==> src/rtl/data_mem_pkg.sv <==
// Shared types and constants for the data-memory responder.
// Holds the FSM state encoding, byte-lane selectors and the default access latency.
package data_mem_pkg;

    typedef enum logic [1:0] {
        IDLE,
        BUSY,
        RESP
    } state_t;

    localparam logic [1:0] LANE_0 = 2'd0;
    localparam logic [1:0] LANE_1 = 2'd1;
    localparam logic [1:0] LANE_2 = 2'd2;
    localparam logic [1:0] LANE_3 = 2'd3;

    localparam int unsigned DEFAULT_LATENCY = 2;

endpackage

==> src/rtl/data_mem_responder_if.sv <==
// Request/response handshake bundle between the register-file side and the data memory.
// The master modport is the requester; the slave modport is the memory responder.
interface data_mem_responder_if #(
    parameter int unsigned ADDR_W = 7
);
    logic              req_valid;
    logic              req_ready;
    logic              req_we;
    logic              req_byte;
    logic [ADDR_W-1:0] req_addr;
    logic [31:0]       req_wdata;
    logic              resp_valid;
    logic              resp_ready;
    logic [31:0]       resp_data;
    logic              resp_err;

    modport master (
        output req_valid, req_we, req_byte, req_addr, req_wdata, resp_ready,
        input  req_ready, resp_valid, resp_data, resp_err
    );

    modport slave (
        input  req_valid, req_we, req_byte, req_addr, req_wdata, resp_ready,
        output req_ready, resp_valid, resp_data, resp_err
    );
endinterface

==> src/rtl/dm_byte_lane.sv <==
// Combinational byte-lane helper: extracts a sign-extended load byte and
// builds the merged word for a store (byte stores replace one lane only).
module dm_byte_lane
    import data_mem_pkg::*;
(
    input  logic [31:0] word,
    input  logic [1:0]  lane,
    input  logic        byte_en,
    input  logic [31:0] wdata,
    output logic [31:0] load_byte,
    output logic [31:0] store_word
);

    logic [7:0] sel;

    always_comb begin
        sel        = word[7:0];
        store_word = wdata;
        case (lane)
            LANE_0: sel = word[7:0];
            LANE_1: sel = word[15:8];
            LANE_2: sel = word[23:16];
            LANE_3: sel = word[31:24];
            default: sel = word[7:0];
        endcase
        if (byte_en) begin
            store_word = word;
            case (lane)
                LANE_0: store_word[7:0]   = wdata[7:0];
                LANE_1: store_word[15:8]  = wdata[7:0];
                LANE_2: store_word[23:16] = wdata[7:0];
                LANE_3: store_word[31:24] = wdata[7:0];
                default: store_word[7:0]  = wdata[7:0];
            endcase
        end
        load_byte = {{24{sel[7]}}, sel};
    end

endmodule

==> src/rtl/data_mem_responder.sv <==
// Word-organised data memory answering one load/store request at a time
// after a programmable latency, with valid/ready handshakes on both sides.
module data_mem_responder
    import data_mem_pkg::*;
#(
    parameter int unsigned DEPTH   = 32,
    parameter int unsigned ADDR_W  = $clog2(DEPTH) + 2,
    parameter int unsigned LATENCY = DEFAULT_LATENCY
) (
    input logic                 clk,
    input logic                 rst,
    data_mem_responder_if.slave bus
);

    localparam int unsigned IDX_W = ADDR_W - 2;

    state_t state, state_next;

    logic [3:0]        cnt;
    logic              we_q;
    logic              byte_q;
    logic [ADDR_W-1:0] addr_q;
    logic [31:0]       wdata_q;
    logic [31:0]       resp_data_q;
    logic              resp_err_q;
    logic [31:0]       mem [DEPTH];

    logic             accept;
    logic             execute;
    logic [IDX_W-1:0] idx;
    logic [1:0]       lane;
    logic             misaligned;
    logic [31:0]      cur_word;
    logic [31:0]      load_byte;
    logic [31:0]      store_word;

    assign idx        = addr_q[ADDR_W-1:2];
    assign lane       = addr_q[1:0];
    assign cur_word   = mem[idx];
    assign misaligned = !byte_q && (lane != LANE_0);

    dm_byte_lane u_lane (
        .word       (cur_word),
        .lane       (lane),
        .byte_en    (byte_q),
        .wdata      (wdata_q),
        .load_byte  (load_byte),
        .store_word (store_word)
    );

    always_ff @(posedge clk) begin
        if (rst) state <= IDLE;
        else     state <= state_next;
    end

    always_comb begin
        state_next = state;
        accept     = 1'b0;
        execute    = 1'b0;
        case (state)
            IDLE: if (bus.req_valid) begin
                accept     = 1'b1;
                state_next = BUSY;
            end
            BUSY: if (cnt == '0) begin
                execute    = 1'b1;
                state_next = RESP;
            end
            RESP: if (bus.resp_ready) state_next = IDLE;
            default: state_next = IDLE;
        endcase
    end

    assign bus.req_ready  = (state == IDLE);
    assign bus.resp_valid = (state == RESP);
    assign bus.resp_data  = resp_data_q;
    assign bus.resp_err   = resp_err_q;

    // Memory reset to mem[i]=i also discards any uncommitted store.
    always_ff @(posedge clk) begin
        if (rst) begin
            cnt         <= '0;
            we_q        <= 1'b0;
            byte_q      <= 1'b0;
            addr_q      <= '0;
            wdata_q     <= '0;
            resp_data_q <= '0;
            resp_err_q  <= 1'b0;
            for (int unsigned i = 0; i < DEPTH; i++) begin
                mem[IDX_W'(i)] <= 32'(i);
            end
        end else begin
            if (accept) begin
                we_q    <= bus.req_we;
                byte_q  <= bus.req_byte;
                addr_q  <= bus.req_addr;
                wdata_q <= bus.req_wdata;
                cnt     <= 4'(LATENCY - 1);
            end else if (state == BUSY && cnt != '0) begin
                cnt <= cnt - 4'd1;
            end

            if (execute) begin
                if (misaligned) begin
                    resp_data_q <= '0;
                    resp_err_q  <= 1'b1;
                end else if (we_q) begin
                    mem[idx]    <= store_word;
                    resp_data_q <= '0;
                    resp_err_q  <= 1'b0;
                end else begin
                    resp_data_q <= byte_q ? load_byte : cur_word;
                    resp_err_q  <= 1'b0;
                end
            end
        end
    end

endmodule

==> src/flat_wrapper.sv <==
// flat-port wrapper written by rule: the top's interface ports become plain ports
module data_mem_responder_flat import data_mem_pkg::*;
#(
    parameter int unsigned DEPTH   = 32,
    parameter int unsigned ADDR_W  = $clog2(DEPTH) + 2,
    parameter int unsigned LATENCY = DEFAULT_LATENCY
)
  (clk, rst, bus_req_valid, bus_req_we, bus_req_byte, bus_req_addr, bus_req_wdata, bus_resp_ready, bus_req_ready, bus_resp_valid, bus_resp_data, bus_resp_err);
  data_mem_responder_if #(.ADDR_W(ADDR_W)) bus_i ();
  input logic clk;
  input logic rst;
  input wire logic [$bits(bus_i.req_valid)-1:0] bus_req_valid;
  input wire logic [$bits(bus_i.req_we)-1:0] bus_req_we;
  input wire logic [$bits(bus_i.req_byte)-1:0] bus_req_byte;
  input wire logic [$bits(bus_i.req_addr)-1:0] bus_req_addr;
  input wire logic [$bits(bus_i.req_wdata)-1:0] bus_req_wdata;
  input wire logic [$bits(bus_i.resp_ready)-1:0] bus_resp_ready;
  output wire logic [$bits(bus_i.req_ready)-1:0] bus_req_ready;
  output wire logic [$bits(bus_i.resp_valid)-1:0] bus_resp_valid;
  output wire logic [$bits(bus_i.resp_data)-1:0] bus_resp_data;
  output wire logic [$bits(bus_i.resp_err)-1:0] bus_resp_err;
  assign bus_i.req_valid = bus_req_valid;
  assign bus_i.req_we = bus_req_we;
  assign bus_i.req_byte = bus_req_byte;
  assign bus_i.req_addr = bus_req_addr;
  assign bus_i.req_wdata = bus_req_wdata;
  assign bus_i.resp_ready = bus_resp_ready;
  assign bus_req_ready = bus_i.req_ready;
  assign bus_resp_valid = bus_i.resp_valid;
  assign bus_resp_data = bus_i.resp_data;
  assign bus_resp_err = bus_i.resp_err;
  data_mem_responder #(.DEPTH(DEPTH), .ADDR_W(ADDR_W), .LATENCY(LATENCY)) u_core (.clk(clk), .rst(rst), .bus(bus_i));
endmodule
==> config.mk <==
export PLATFORM = sky130hd
export DESIGN_NAME = data_mem_responder_flat
export DESIGN_NICKNAME = d
export VERILOG_FILES = /design/src/rtl/data_mem_pkg.sv /design/src/rtl/data_mem_responder_if.sv /design/src/rtl/dm_byte_lane.sv /design/src/rtl/data_mem_responder.sv /design/src/flat_wrapper.sv
export SDC_FILE = /design/constraint.sdc
export NUM_CORES = 2
export LEC_CHECK = 0
export CORE_ASPECT_RATIO = 1.5
export CORE_MARGIN = 5
export CORE_UTILIZATION = 45
export CTS_CLUSTER_DIAMETER = 200
export DETAILED_ROUTE_END_ITERATION = 10
export PLACE_DENSITY = 0.62
export SYNTH_ARGS = -nofsm -noshare
export SYNTH_HDL_FRONTEND = slang
export SYNTH_SLANG_ARGS = --single-unit
export TNS_END_PERCENT = 50
==> constraint.sdc <==
create_clock -name clk -period 5.6 [get_ports clk]
set_clock_uncertainty 0.05 [all_clocks]
set_input_delay 1.4 -clock clk [delete_from_list [all_inputs] [get_ports clk]]
set_output_delay 1.4 -clock clk [all_outputs]
set_load 0.01 [all_outputs]
=== Yosys cells after proc, flatten, opt, wreduce, memory -nomap -nowiden ===
Memories as Yosys holds them, arrays and structs flattened. A register that Yosys moved wholly into a read port is not among the register bits.
Cells that the tools add are included.

* Register bits after elaboration: 80
* Memories: 1
* ROM bits: 0
* RAM bits: 1024
* Latch bits: 0
* Output and inout port bits: 35

* $mul: 0
* Equality and inequality tests: 8
* Reductions and logical operators: 12
* Shift-type cells: 0
* Divide/modulo/power cells: 0
* Multiplexer cells: 32
* Bitwise logic cells: 0
* Magnitude comparators: 0
* $add $sub $neg: 1

{| class="wikitable"
|+ Memories
! name !! words !! width !! read ports !! clocked after memory_dff !! write ports !! line !! source
|-
| u_core.mem || 32 || 32 || 1 || 1 || 32 || data_mem_responder.sv:26 || <nowiki>logic [31:0] mem [DEPTH];</nowiki>
|}

{| class="wikitable"
|+ Operators by type and width
! kind !! count
|-
| $mux 32 || 5
|-
| $mux 8 || 4
|-
| $pmux 8 s4 || 1
|-
| $reduce_or 32->1 || 1
|-
| $mux 1 || 15
|-
| $mux 5 || 3
|-
| $eq 2x2->1 const B || 3
|-
| $mux 2 || 3
|-
| $pmux 2 s3 || 1
|-
| $eq 2x1->1 const B || 2
|-
| $logic_not 2->1 || 2
|-
| $logic_not 4->1 || 1
|-
| $ne 2x2->1 const B || 2
|-
| $reduce_bool 2->1 || 2
|-
| $reduce_bool 4->1 || 1
|-
| $sub 4x1->4 const B || 1
|-
| $reduce_and 3->1 || 1
|-
| $logic_and 1x1->1 || 2
|-
| $ne 2x1->1 const B || 1
|-
| $reduce_or 2->1 || 1
|-
| $logic_not 1->1 || 1
|}

=== Longest topological paths before layout ===
* Depth in word-level cells: 8
* Mapped depth: 12

=== Cells and area by module ===
From an unflattened synthesis, not the netlist that was laid out.

* Cells, all modules: 3935
* Area, all modules: 51353.0 um^2

{| class="wikitable"
|+ By module, submodules not included
! module !! area each (um^2) !! cells an instance !! instances !! seq. area each (um^2)
|-
| data_mem_responder || 50149.3 || 3777 || 1 || 32451.1
|-
| dm_byte_lane || 1203.7 || 158 || 1 || 0.0
|}

=== Worst setup path after synthesis ===
Ideal clock, no wire load.

* Path kind: input port to flip-flop
* Start point: input rst
* End point: memory u_core.mem[6][0] (enable)
* Path slack: 1898 ps
* Required time: 5156 ps
* Data arrival time: 3258 ps
* Library setup time: 394 ps
* Stages on the path: 6
* Path through: nor4b_4 nand2_2 nor3_2 buf_2 nand2_1 nand2b_1

{| class="wikitable"
|+ RTL lines
! what !! line !! source
|-
| start, declared || flat_wrapper.sv:11 || <nowiki>input logic rst;</nowiki>
|-
| end, declared || data_mem_responder.sv:26 ||
|}

==> results.sh <==
export IMPL_status="finished, final reports clean"
export IMPL_slew_viol_final=0
export IMPL_seqPwrFrac=0.503
export IMPL_core_um2=113000
export IMPL_power_frac_clock=0.371
export IMPL_root_buffer="clkbuf_16"
export IMPL_hold_viol=0
export IMPL_grt_pass1_vias=34491
export IMPL_antenna_found_initial=2
export IMPL_cts_resized=0
export IMPL_cts_max_level=3
export IMPL_setup_viol=0
export IMPL_via_per_inst=6.48
export IMPL_drive_gt1_frac=0.171
export IMPL_synthTopCellsByArea="edfxtp_1 60%, mux2i_1 9.9%, nor3_1 6.1%"
export IMPL_wl_per_cell_um=33.1
export IMPL_cap_viol_max_count=0
export IMPL_place_inst=5237
export IMPL_ys_warnings_count=0
export IMPL_layout_common_cells="1,024 x edfxtp_1, 620 x nor3_1, 497 x mux2i_1"
export IMPL_worstPathArrival_ps=4690
export IMPL_sw_frac_of_total=0.271
export IMPL_synth_largest_area_cell="edfxtp_1"
export IMPL_postCtsSetupRepairBufs=0
export IMPL_fin_ws_ps=1400
export IMPL_holdBufCountCts=0
export IMPL_netlist_instances=3956
export IMPL_fp_dieH_um=422
export IMPL_endpoint="u_core.mem[19][28]"
export IMPL_stdcell_count=5425
export IMPL_num_rows=151
export IMPL_first_pass_iters=5
export IMPL_start_util=0.451
export IMPL_crit_type="reg -> reg"
export IMPL_crit_path_end_kind="flip-flop"
export IMPL_final_common_cell="edfxtp_1"
export IMPL_cts_tree="done"
export IMPL_gp_congestion=0.874
export IMPL_async_flop_share=0
export IMPL_dp_slack_ps=1210
export IMPL_fin_setup_tns_ps=0
export IMPL_hp_start="u_core.wdata_q[21]"
export IMPL_overflow=0
export IMPL_slew_headroom=0.113
export IMPL_synth_area_um2=50800
export IMPL_clk_pin_slew_worst_paths_ps=70
export IMPL_io_pins=80
export IMPL_timing_rr_end="u_core.mem[19][28]"
export IMPL_path_max_fanout=34
export IMPL_power_switching_w=0.00508
export IMPL_final_cell_area_um2=56800
export IMPL_ys_types=59
export IMPL_peakVddDrop_mv=0.288
export IMPL_grt_pass1_wl_um=250000
export IMPL_die_w_um=284
export IMPL_worstRegToRegCells=9
export IMPL_yosysSeqAreaShare=0.638
export IMPL_r2r_slack_ps=1400
export IMPL_cts_buffers=103
export IMPL_clockBufferDepth=3
export IMPL_dieArea_um2=120000
export IMPL_insertion_delay_ps=730
export IMPL_p_int_w=0.0137
export IMPL_synth_top_area_frac=0.605
export IMPL_area_growth_synth_to_final_pct=11.6
export IMPL_drtIter0Drc=4037
export IMPL_p_per_area_nw_per_um2=331
export IMPL_syn_nets=4002
export IMPL_clock_sinks=1109
export IMPL_vias=35158
export IMPL_synth_area_per_cell_um2=12.9
export IMPL_drc=0
export IMPL_portBuffers=79
export IMPL_post_route_period_util=0.750
export IMPL_worst_setup_path_start_kind="flip-flop"
export IMPL_synth_flop_cell="edfxtp_1"
export IMPL_grt_start_max_net_pins=68
export IMPL_timing_fmax_ghz=0.238
export IMPL_min_period_ps=4200
export IMPL_hpwlAfterDp_um=108000
export IMPL_yosys_register_bits=1109
export IMPL_placed_cell_area_um2=53500
export IMPL_p_leak_nw=17.5
export IMPL_worst_pin_slew_ps=1330
export IMPL_grt_usage=0.289
export IMPL_fin_nets=3935
export IMPL_ant_nets=0
export IMPL_comb_power_share=0.126
export IMPL_hold_path_class="reg -> reg"
export IMPL_synth_edf_count=1024
export IMPL_wirelength_um=180000
export IMPL_rsz0062_at_grt="no"
export IMPL_required_ps=6090
[power groups by stage]
stage	Clock, W	Sequential (W)	Combinational [W]
5_1_grt	0.00733	0.00946	0.00242
3_5_place_dp	0	0.00962	0.00232
3_3_place_gp	0	0.00961	0.00230
4_1_cts	0.00702	0.00944	0.00232
6_report	0.00698	0.00945	0.00236
2_1_floorplan	0	0.00955	0.00136
[cell families (layout without fill, tap and decap cells)]
family                     after synthesis  in the layout  share of synthesized area
buffers and inverters                  442            457                     0.0434
adders and majority gates                1              1                   0.000246
DFF                                   1109           1109                      0.638
other                                    0              1                          0
and+or+nand+nor                       1358           1358                      0.144
muxes                                  517            517                      0.104
AOI/OAI and AO/OA                      526            526                     0.0690
xor gates and xnor gates                 3              3                   0.000517
[how the worst min path moves through the flow]
stage,endpoint,slack (ps),cells after the start
5_1_grt,u_core.wdata_q[21],440,2
6_report,u_core.wdata_q[21],420,2
4_1_cts,u_core.wdata_q[21],420,2
3_3_place_gp,u_core.wdata_q[21],410,2
2_1_floorplan,u_core.wdata_q[10],390,2
3_5_place_dp,u_core.wdata_q[31],410,2
[synth_stat cells (4+ instances only)]
master,instances
edfxtp_1,1024
nor3_1,620
mux2i_1,505
a22oi_1,287
clkbuf_1,243
nand2_1,227
nor2_1,223
a21oi_1,187
nor3_2,154
buf_2,127
dfxtp_1,85
buf_4,29
buf_6,29
nand3_1,27
nand2b_1,25
nor4_2,21
o21ai_2,20
or2_2,14
o21ai_0,12
nor4_1,11
nor2b_1,10
a221oi_1,7
and2_1,5
inv_1,4
mux2_2,4
mux4_1,4
mux4_2,4
[area by class of cell]
class	instances	area (um^2)
tap	1453	1820
timing repair buffer	266	2530
fill	9724	55800
clock buffer	138	2740
inverter	4	15.0
clock inverter	49	488
antenna	1	2.50
sequential	1109	32500
multi-input combinational	2405	16700
[stage by stage]
stage,hold WS [ps],util,total power (W)
detailed placement,411,0.475,0.0119
global route,442,0.504,0.0192
global placement,405,0.475,0.0119
floorplan,386,-,0.0109
finish,421,0.504,0.0188
CTS,420,0.504,0.0188
[critical path, cell delays in order (launching register included)]
cell     delay [ps]
dfxtp_4         750
buf_12          340
buf_4           320
mux2i_1         120
a22oi_1         200
a21oi_1         130
nor4_2         1060
a21oi_4         430
buf_4           340
nor3_1          190
[flip-flops by register name (all words and copies together) (netlist names), named ones only]
name                  count
u_core.mem             1024
u_core.bus.resp_err       1
u_core.wdata_q           32
u_core.cnt                4
u_core.we_q               1
u_core.state              2
u_core.bus.resp_data     32
u_core.byte_q             1
u_core.addr_q             7
[metal layers]
metal  share of wire  global-route usage  wire (um)  vias to the layer above
met5        0.000072                   0         13                        -
met4           0.080               0.187      14300                        2
met3           0.087              0.0519      15600                      566
met2            0.49               0.494      88500                     2099
met1            0.34               0.334      61200                    17694
li1                -                   -          -                    14797
(Power assumes the default switching activity.)
